**src/rtl/uart_pkt_pkg.sv**
```systemverilog
// -----------------------------------------------------------------------------
// uart_pkt_pkg
// Shared definitions for the UART packet parser:
//   - parser FSM state encoding (HUNT -> ID -> LEN -> DATA -> CHK -> FOOT)
//   - coded error values reported on o_err_code
//   - chk_next(): one step of the running frame checksum
// -----------------------------------------------------------------------------
package uart_pkt_pkg;

  // Parser states, kept as plain 3-bit constants for legacy tool compatibility.
  localparam logic [2:0] ST_HUNT = 3'd0;
  localparam logic [2:0] ST_ID   = 3'd1;
  localparam logic [2:0] ST_LEN  = 3'd2;
  localparam logic [2:0] ST_DATA = 3'd3;
  localparam logic [2:0] ST_CHK  = 3'd4;
  localparam logic [2:0] ST_FOOT = 3'd5;

  // Error codes qualified by o_err_valid.
  localparam logic [2:0] ERR_CHK  = 3'd1;  // checksum mismatch
  localparam logic [2:0] ERR_FOOT = 3'd2;  // bad footer byte
  localparam logic [2:0] ERR_TMO  = 3'd3;  // inter-byte timeout
  localparam logic [2:0] ERR_ID   = 3'd4;  // ID not in table
  localparam logic [2:0] ERR_LEN  = 3'd5;  // LEN of 0 or above MAX_PAYLOAD
  localparam logic [2:0] ERR_OVF  = 3'd6;  // output still occupied, packet dropped

  // mode 0: XOR accumulate, mode 1: 8-bit sum (wraps mod 256).
  function automatic logic [7:0] chk_next(input logic       mode,
                                          input logic [7:0] acc,
                                          input logic [7:0] data);
    return mode ? (acc + data) : (acc ^ data);
  endfunction

endpackage

```
**src/rtl/uart_pkt_timeout.sv**
```systemverilog
// -----------------------------------------------------------------------------
// uart_pkt_timeout
// Inter-byte watchdog. Counts cycles while en is high; clr restarts the count.
// expire pulses for one cycle when the count has reached LIMIT-1 and no clear
// arrives in that same cycle (a clear always wins over expiry).
// Ports:
//   clk     clock
//   rst     synchronous reset, active-high
//   en      count enable (frame in progress and parser enabled)
//   clr     restart the count (byte accepted)
//   expire  one-cycle expiry pulse
// -----------------------------------------------------------------------------
module uart_pkt_timeout #(
  parameter  int LIMIT = 18000,
  localparam int CW    = (LIMIT > 1) ? $clog2(LIMIT) : 1
) (
  input  logic clk,
  input  logic rst,
  input  logic en,
  input  logic clr,
  output logic expire
);

  localparam logic [CW-1:0] LAST = CW'(LIMIT - 1);

  logic [CW-1:0] cnt_q;

  assign expire = en && !clr && (cnt_q == LAST);

  always_ff @(posedge clk) begin
    if (rst || clr || expire) begin
      cnt_q <= '0;
    end else if (en) begin
      cnt_q <= cnt_q + CW'(1);
    end
  end

endmodule

```
**src/rtl/uart_packet_parser_mc.sv**
```systemverilog
// -----------------------------------------------------------------------------
// uart_packet_parser_mc
// Multi-ID, variable-length UART packet parser.
// Frame: HEADER, ID, LEN, LEN payload bytes, CHK, FOOTER.
// The checksum covers ID, LEN and payload. Good packets are presented on a
// valid/ready output; each failure is a one-cycle coded error pulse.
//
// Optional feature (macro UART_PKT_STATS_EN): adds saturating 16-bit counters
// o_good_cnt (packets loaded to the output) and o_err_cnt (error pulses).
//
// Ports:
//   i_clk        clock
//   i_rst        synchronous reset, active-high
//   i_en         parser enable (0 freezes state, timer and checksum)
//   i_rx_data    received byte
//   i_rx_valid   one-cycle byte strobe
//   o_payload    payload, first byte at [7:0], unused bytes zero
//   o_len        payload length of presented packet
//   o_id_idx     ID_TABLE index of presented packet
//   o_valid      packet presented, held until accepted
//   i_ready      consumer accepts when o_valid && i_ready
//   o_err_code   error code, holds its last value between pulses
//   o_err_valid  one-cycle pulse qualifying o_err_code
//   o_good_cnt   (UART_PKT_STATS_EN only) packets delivered
//   o_err_cnt    (UART_PKT_STATS_EN only) error pulses
// -----------------------------------------------------------------------------
module uart_packet_parser_mc
  import uart_pkt_pkg::*;
#(
  parameter  logic [7:0]           HEADER         = 8'hAA,
  parameter  logic [7:0]           FOOTER         = 8'h55,
  parameter  int                   NUM_IDS        = 4,
  // Entry k lives at [8k+7:8k], so entry 0 (0x0C) is the least significant byte.
  parameter  logic [NUM_IDS*8-1:0] ID_TABLE       = 32'h0F0E0D0C,
  parameter  int                   MAX_PAYLOAD    = 32,
  parameter  int                   CHK_MODE       = 0,
  parameter  int                   TIMEOUT_CYCLES = 18000,
  localparam int                   IW             = $clog2(NUM_IDS) + 1
) (
  input  logic                     i_clk,
  input  logic                     i_rst,
  input  logic                     i_en,
  input  logic [7:0]               i_rx_data,
  input  logic                     i_rx_valid,
  output logic [MAX_PAYLOAD*8-1:0] o_payload,
  output logic [7:0]               o_len,
  output logic [IW-1:0]            o_id_idx,
  output logic                     o_valid,
  input  logic                     i_ready,
  output logic [2:0]               o_err_code,
`ifdef UART_PKT_STATS_EN
  output logic [15:0]              o_good_cnt,
  output logic [15:0]              o_err_cnt,
`endif
  output logic                     o_err_valid
);

  logic [2:0]               state_q, state_d;
  logic [7:0]               chk_q;
  logic [7:0]               cnt_q;
  logic [7:0]               len_q;
  logic [IW-1:0]            idx_q;
  logic                     match_q;
  logic [MAX_PAYLOAD*8-1:0] shadow_q;

  logic          byte_ok;
  logic          id_hit;
  logic [IW-1:0] id_hit_idx;
  logic          len_ok;
  logic [7:0]    chk_d;
  logic          tmo_expire;
  logic          err_fire;
  logic [2:0]    err_code;
  logic          do_load;

  assign byte_ok = i_en && i_rx_valid;
  assign len_ok  = (i_rx_data != 8'd0) && (i_rx_data <= 8'(MAX_PAYLOAD));
  assign chk_d   = chk_next(CHK_MODE != 0, chk_q, i_rx_data);

  // Descending scan so the lowest matching table index wins.
  always_comb begin
    id_hit     = 1'b0;
    id_hit_idx = '0;
    for (int k = NUM_IDS - 1; k >= 0; k--) begin
      if (ID_TABLE[8*k +: 8] == i_rx_data) begin
        id_hit     = 1'b1;
        id_hit_idx = IW'(k);
      end
    end
  end

  // The timer only runs inside a frame; any accepted byte restarts it and
  // beats an expiry in the same cycle.
  uart_pkt_timeout #(
    .LIMIT (TIMEOUT_CYCLES)
  ) u_timeout (
    .clk    (i_clk),
    .rst    (i_rst),
    .en     (i_en && (state_q != ST_HUNT)),
    .clr    (byte_ok),
    .expire (tmo_expire)
  );

  // Next state, error pulse and output-load decisions.
  always_comb begin
    // NOTE: every output of this block gets a default first so no path can infer a latch.
    state_d  = state_q;
    err_fire = 1'b0;
    err_code = ERR_CHK;
    do_load  = 1'b0;
    if (byte_ok) begin
      case (state_q)
        ST_HUNT: if (i_rx_data == HEADER) state_d = ST_ID;
        ST_ID: begin
          if (id_hit) begin
            state_d = ST_LEN;
          end else begin
            err_fire = 1'b1;
            err_code = ERR_ID;
            state_d  = ST_HUNT;
          end
        end
        ST_LEN: begin
          if (len_ok) begin
            state_d = ST_DATA;
          end else begin
            err_fire = 1'b1;
            err_code = ERR_LEN;
            state_d  = ST_HUNT;
          end
        end
        ST_DATA: if (cnt_q + 8'd1 == len_q) state_d = ST_CHK;
        ST_CHK:  state_d = ST_FOOT;
        ST_FOOT: begin
          state_d = ST_HUNT;
          if (i_rx_data != FOOTER) begin
            err_fire = 1'b1;
            err_code = ERR_FOOT;
          end else if (!match_q) begin
            err_fire = 1'b1;
            err_code = ERR_CHK;
          end else if (o_valid && !i_ready) begin
            // Previous packet not yet consumed: drop the new one.
            err_fire = 1'b1;
            err_code = ERR_OVF;
          end else begin
            do_load = 1'b1;
          end
        end
        default: state_d = ST_HUNT;
      endcase
    end else if (tmo_expire) begin
      err_fire = 1'b1;
      err_code = ERR_TMO;
      state_d  = ST_HUNT;
    end
  end

  // NOTE: sequential state uses non-blocking assignments so every register
  // samples pre-edge values regardless of statement order.
  always_ff @(posedge i_clk) begin
    if (i_rst) begin
      // NOTE: the payload shadow is a plain register bank, not a RAM, so it is
      // reset along with everything else; a mid-frame reset simply discards it.
      state_q     <= ST_HUNT;
      chk_q       <= '0;
      cnt_q       <= '0;
      len_q       <= '0;
      idx_q       <= '0;
      match_q     <= 1'b0;
      shadow_q    <= '0;
      o_payload   <= '0;
      o_len       <= '0;
      o_id_idx    <= '0;
      o_valid     <= 1'b0;
      o_err_code  <= '0;
      o_err_valid <= 1'b0;
    end else begin
      state_q     <= state_d;
      o_err_valid <= err_fire;
      if (err_fire) o_err_code <= err_code;

      if (byte_ok) begin
        case (state_q)
          ST_HUNT: begin
            if (i_rx_data == HEADER) begin
              chk_q    <= '0;
              cnt_q    <= '0;
              shadow_q <= '0;
            end
          end
          ST_ID: begin
            chk_q <= chk_d;
            idx_q <= id_hit_idx;
          end
          ST_LEN: begin
            chk_q <= chk_d;
            len_q <= i_rx_data;
          end
          ST_DATA: begin
            chk_q <= chk_d;
            cnt_q <= cnt_q + 8'd1;
            for (int b = 0; b < MAX_PAYLOAD; b++) begin
              if (cnt_q == 8'(b)) shadow_q[8*b +: 8] <= i_rx_data;
            end
          end
          ST_CHK:  match_q <= (i_rx_data == chk_q);
          default: ;
        endcase
      end

      // A load in the handshake cycle replaces the accepted packet, so
      // o_valid stays high.
      if (do_load) begin
        o_payload <= shadow_q;
        o_len     <= len_q;
        o_id_idx  <= idx_q;
        o_valid   <= 1'b1;
      end else if (o_valid && i_ready) begin
        o_valid <= 1'b0;
      end
    end
  end

`ifdef UART_PKT_STATS_EN
  always_ff @(posedge i_clk) begin
    if (i_rst) begin
      o_good_cnt <= '0;
      o_err_cnt  <= '0;
    end else begin
      if (do_load && (o_good_cnt != 16'hFFFF)) o_good_cnt <= o_good_cnt + 16'd1;
      if (err_fire && (o_err_cnt != 16'hFFFF)) o_err_cnt <= o_err_cnt + 16'd1;
    end
  end
`endif

endmodule

```
**config.mk**
```make
export PLATFORM = sky130hd
export DESIGN_NAME = uart_packet_parser_mc
export DESIGN_NICKNAME = d
export VERILOG_FILES = /design/src/rtl/uart_pkt_pkg.sv /design/src/rtl/uart_pkt_timeout.sv /design/src/rtl/uart_packet_parser_mc.sv
export SDC_FILE = /design/constraint.sdc
export NUM_CORES = 1
export LEC_CHECK = 0
export BUFFER_PORTS_ARGS = -buffer_cell sky130_fd_sc_hd__buf_2
export CORE_ASPECT_RATIO = 1.2
export CORE_MARGIN = 2
export CORE_UTILIZATION = 39
export DETAILED_ROUTE_END_ITERATION = 7
export PLACE_DENSITY_LB_ADDON = 0.1
export SKIP_CTS_REPAIR_TIMING = 1
export SLEW_MARGIN = 10
export SYNTH_ARGS = -nofsm -noshare
export SYNTH_HDL_FRONTEND = slang
export SYNTH_HIERARCHICAL = 1
export SYNTH_SLANG_ARGS = --single-unit
```
**constraint.sdc**
```tcl
create_clock -name i_clk -period 6.1 [get_ports i_clk]
set_input_delay 0.305 -clock i_clk [delete_from_list [all_inputs] [get_ports i_clk]]
set_output_delay 0.305 -clock i_clk [all_outputs]
set_load 0.005 [all_outputs]
```
==> qor.log <==
[status] outcome finished, final reports clean
[timing] total of endpoints with negative setup slack in the final report 0
[synth] count of warnings emitted by yosys 6
[synth] register bit count reported by yosys 572
[global_routing] Total Routing Usage GR 20.5%
[cells_and_area] fraction of final layout cells sized beyond drive strength 1 17.2%
[timing] fraction of the cycle the final worst path needs 50.2%
[floorplanning] Placeable Area 0.0549 mm²
[detailed_routing] first-iteration detailed-routing DRC count 997
[timing] Worst Skew 0.0152 ns
[timing] slew at the pin closest to its max-slew limit 1.16 ns
[clock_network] CTS tree built
[setup_path] crit start category flip-flop
[timing] remaining max-slew budget at the tightest pin 22.4%
[synth] most frequent cell after synthesis sky130_fd_sc_hd__dfxtp_1
[synth] top flip-flop cell by instance count after synthesis sky130_fd_sc_hd__dfxtp_1
[clock_network] clock insertion delay at the later pin of the skew report 0.60 ns
[setup_path] Arrival @ worst endpoint 3.50 ns
[setup_path] critical path peak fanout 98
[placement] instance area at placement 0.0233 mm²
[synth] share of flip-flops with an asynchronous set or reset 0%
[synth] area share of the largest cell type after synthesis 52.8%
[timing] worst hold slack across all endpoints 0.0414 ns
[synth] cell taking the most area after synthesis sky130_fd_sc_hd__dfxtp_1
[clock_network] level count of the clock H-tree 2
[hold_path] class of the most critical hold timing path in2reg
[power_and_ir_drop] leakage power 9.07 nW
[power_and_ir_drop] total power divided by cell area 293 mW/mm²
[global_routing] initial antenna violation count 0
[setup_path] CP startpoint state_q[2]
[power_and_ir_drop] worst IR drop on VDD 0.205 mV
[hold_path] origin of the worst min-delay path i_ready
[cells_and_area] number of antenna diodes 0
[timing] final sum of negative setup slack 0 ns
[timing] unrepaired setup endpoints after global routing no
[floorplanning] die area 0.0575 mm²
[timing] time the worst path needs with I/O delays and setup 3.06 ns
[detailed_routing] remaining number of nets flagged by the antenna check after routing 0
[clock_network] clock buffer depth 3
[detailed_routing] detailed-routing iteration count for the pre-antenna-repair pass 5
[cells_and_area] finished layout cell area 0.0252 mm²
[placement] number of port buffers 283
[detailed_routing] average via count per standard cell 4.95
[synth] ranking of synthesized cells by instance count 572 x sky130_fd_sc_hd__dfxtp_1, 550 x sky130_fd_sc_hd__nand2_1, 310 x sky130_fd_sc_hd__a21oi_1
[global_routing] wire length of the first global-routing pass 92900 µm
[synth] number of synthesized flops with an enable pin 0
[timing] Slew Limit Fails 0
[synth] synthesized instance count 2420
[global_routing] GR Overflow Total 0
[clock_network] clock transition at the register clock pins on the worst setup and hold paths after CTS 0.06 ns
[timing] timing-limited maximum frequency 327 MHz
[placement] routability congestion estimate from global placement 0.804
[floorplanning] Vert. Die Dim 262 µm
[clock_network] clock root buffer master sky130_fd_sc_hd__clkbuf_16
[setup_path] Crit Path Category reg2reg
[detailed_routing] wire per inst 18.0 µm
[detailed_routing] aggregate routed wire length 60200 µm
[placement] HPWL after DPL 36200 µm
[flow_run] max-cap violation count 0
[floorplanning] Initial Util 39.5%
[detailed_routing] total vias in the final route 16600
[synth] unique cell type count in the Yosys netlist 60
[synth] most area-consuming cells after synthesis sky130_fd_sc_hd__dfxtp_1 53%, sky130_fd_sc_hd__mux2i_1 12%, sky130_fd_sc_hd__nand2_1 9.5%
[global_routing] number of global-route vias before repair 15703
[floorplanning] Chip Width 219 µm
[detailed_routing] number of DRC violations after detailed routing 0
[global_routing] largest net degree at the start of global routing 215
[setup_path] required time reported for the critical path endpoint 6.54 ns
[floorplanning] number of standard-cell rows in the floorplan 94
[timing] count of final hold-check violations 0
[cells_and_area] total number of nets in the final design 2607
[floorplanning] Top-Level Pins 285
[cells_and_area] Synth-to-Final Area Change 16.2%
[clock_network] Num CTS Buffers 56
[clock_network] CTS Sinks 572
[synth] Synth Net Count 2438
[setup_path] start of the worst register-to-register path state_q[2]
[synth] average cell area after synthesis 8.96 µm²
[setup_path] endpoint type of the worst setup path flip-flop
[synth] synthesized cell area 0.0217 mm²
[synth] sequential fraction of the synthesis area 52.8%
-- worst max-delay path: stages, from the launching register on --
cell,delay [ns]
sky130_fd_sc_hd__dfxtp_1,0.79
sky130_fd_sc_hd__and3_1,0.39
sky130_fd_sc_hd__nand3_4,0.65
sky130_fd_sc_hd__buf_4,0.75
sky130_fd_sc_hd__nand2_1,0.21
sky130_fd_sc_hd__a21oi_1,0.07
-- cell families (layout without fill, tap and decap cells) --
kind of cell | count (synthesis) | count (layout) | share of synthesized area, %
buffers and inverters | 191 | 403 | 4.36
xor gates and xnor gates | 32 | 32 | 1.29
AOI/OAI and AO/OA | 355 | 355 | 8.84
other | 1 | 1 | 0.0173
muxes | 266 | 266 | 12.3
and+or+nand+nor | 998 | 998 | 20.1
adders and majority gates | 5 | 5 | 0.289
DFF | 572 | 572 | 52.8
-- stage by stage --
step	power [mW]	setup slack, ns	util, %	instances
after CTS	7.47	2.99	45.8	3352
after global placement	3.91	2.83	42.4	3251
after global routing	7.62	2.82	45.8	3352
after floorplan	3.89	4.01	-	2420
after detailed placement	3.91	2.76	42.4	3251
final	7.37	3.04	45.8	3352
-- flip-flops by register name, summed over array words and instances, names as in the netlist --
name             flops
len_q                8
idx_q                2
state_q              3
o_err_code           3
cnt_q                8
chk_q                8
o_len                8
o_valid              1
o_err_valid          1
u_timeout/cnt_q     15
o_payload          256
o_id_idx             2
shadow_q           256
match_q              1
-- layer usage --
metal  global-route usage [%]  vias to the layer above  wire length [µm]
li1                         -                     8277                 -
met1                     27.4                     7945             27500
met2                     34.6                      307             29500
met3                     3.06                       71              2190
met4                     4.99                        0              1050
met5                        0                        -                 0
-- path summary, 6_finish.rpt --
kind	end	slack (ns)	cells after the start
setup / recovery	o_len[2]	3.04	5
hold / removal	o_valid	0.04	3
setup reg to reg	o_len[2]	3.04	5
hold reg to reg	o_payload[137]	0.45	2
-- power by group --
| part | switching (mW) | leakage [nW] | internal (mW) |
|---|---|---|---|
| Sequential | 0.0000384 | 4.60 | 3.73 |
| Combinational | 0.0782 | 3.52 | 0.0130 |
| Clock | 1.45 | 0.938 | 2.09 |
-- cells in the final DEF, fill, tap and decap left out, types with 7 or more instances in the layout --
cell                        Yosys  layout
sky130_fd_sc_hd__a21oi_1      310     310
sky130_fd_sc_hd__nand4_1        8       8
sky130_fd_sc_hd__nor4_1         8       8
sky130_fd_sc_hd__nand2_1      550     550
sky130_fd_sc_hd__clkbuf_16      0      58
sky130_fd_sc_hd__xor2_1         7       7
sky130_fd_sc_hd__nor2_1       305     304
sky130_fd_sc_hd__nand3b_1      15      15
sky130_fd_sc_hd__and2_2         0       8
sky130_fd_sc_hd__dfxtp_1      572     572
sky130_fd_sc_hd__nor2_2        10      11
sky130_fd_sc_hd__xnor2_1       25      25
sky130_fd_sc_hd__buf_4         17       9
sky130_fd_sc_hd__and2_1        17       9
sky130_fd_sc_hd__mux2i_1      266     266
sky130_fd_sc_hd__nor2_4        22      22
sky130_fd_sc_hd__o21ai_0       16      16
sky130_fd_sc_hd__nand3_1       22      21
sky130_fd_sc_hd__clkbuf_1     135      15
sky130_fd_sc_hd__nor3_1         8       8
sky130_fd_sc_hd__buf_2         13     282
sky130_fd_sc_hd__clkbuf_8       1      19
-- layout make-up --
class | count | area [µm²]
fill | 5407 | 29700
sequential | 572 | 11500
multi-input combinational | 1657 | 9330
clock buffer | 92 | 1770
timing repair buffer | 296 | 1570
tap | 720 | 901
clock inverter | 9 | 131
inverter | 6 | 22.5
(Power assumes the default switching activity.)
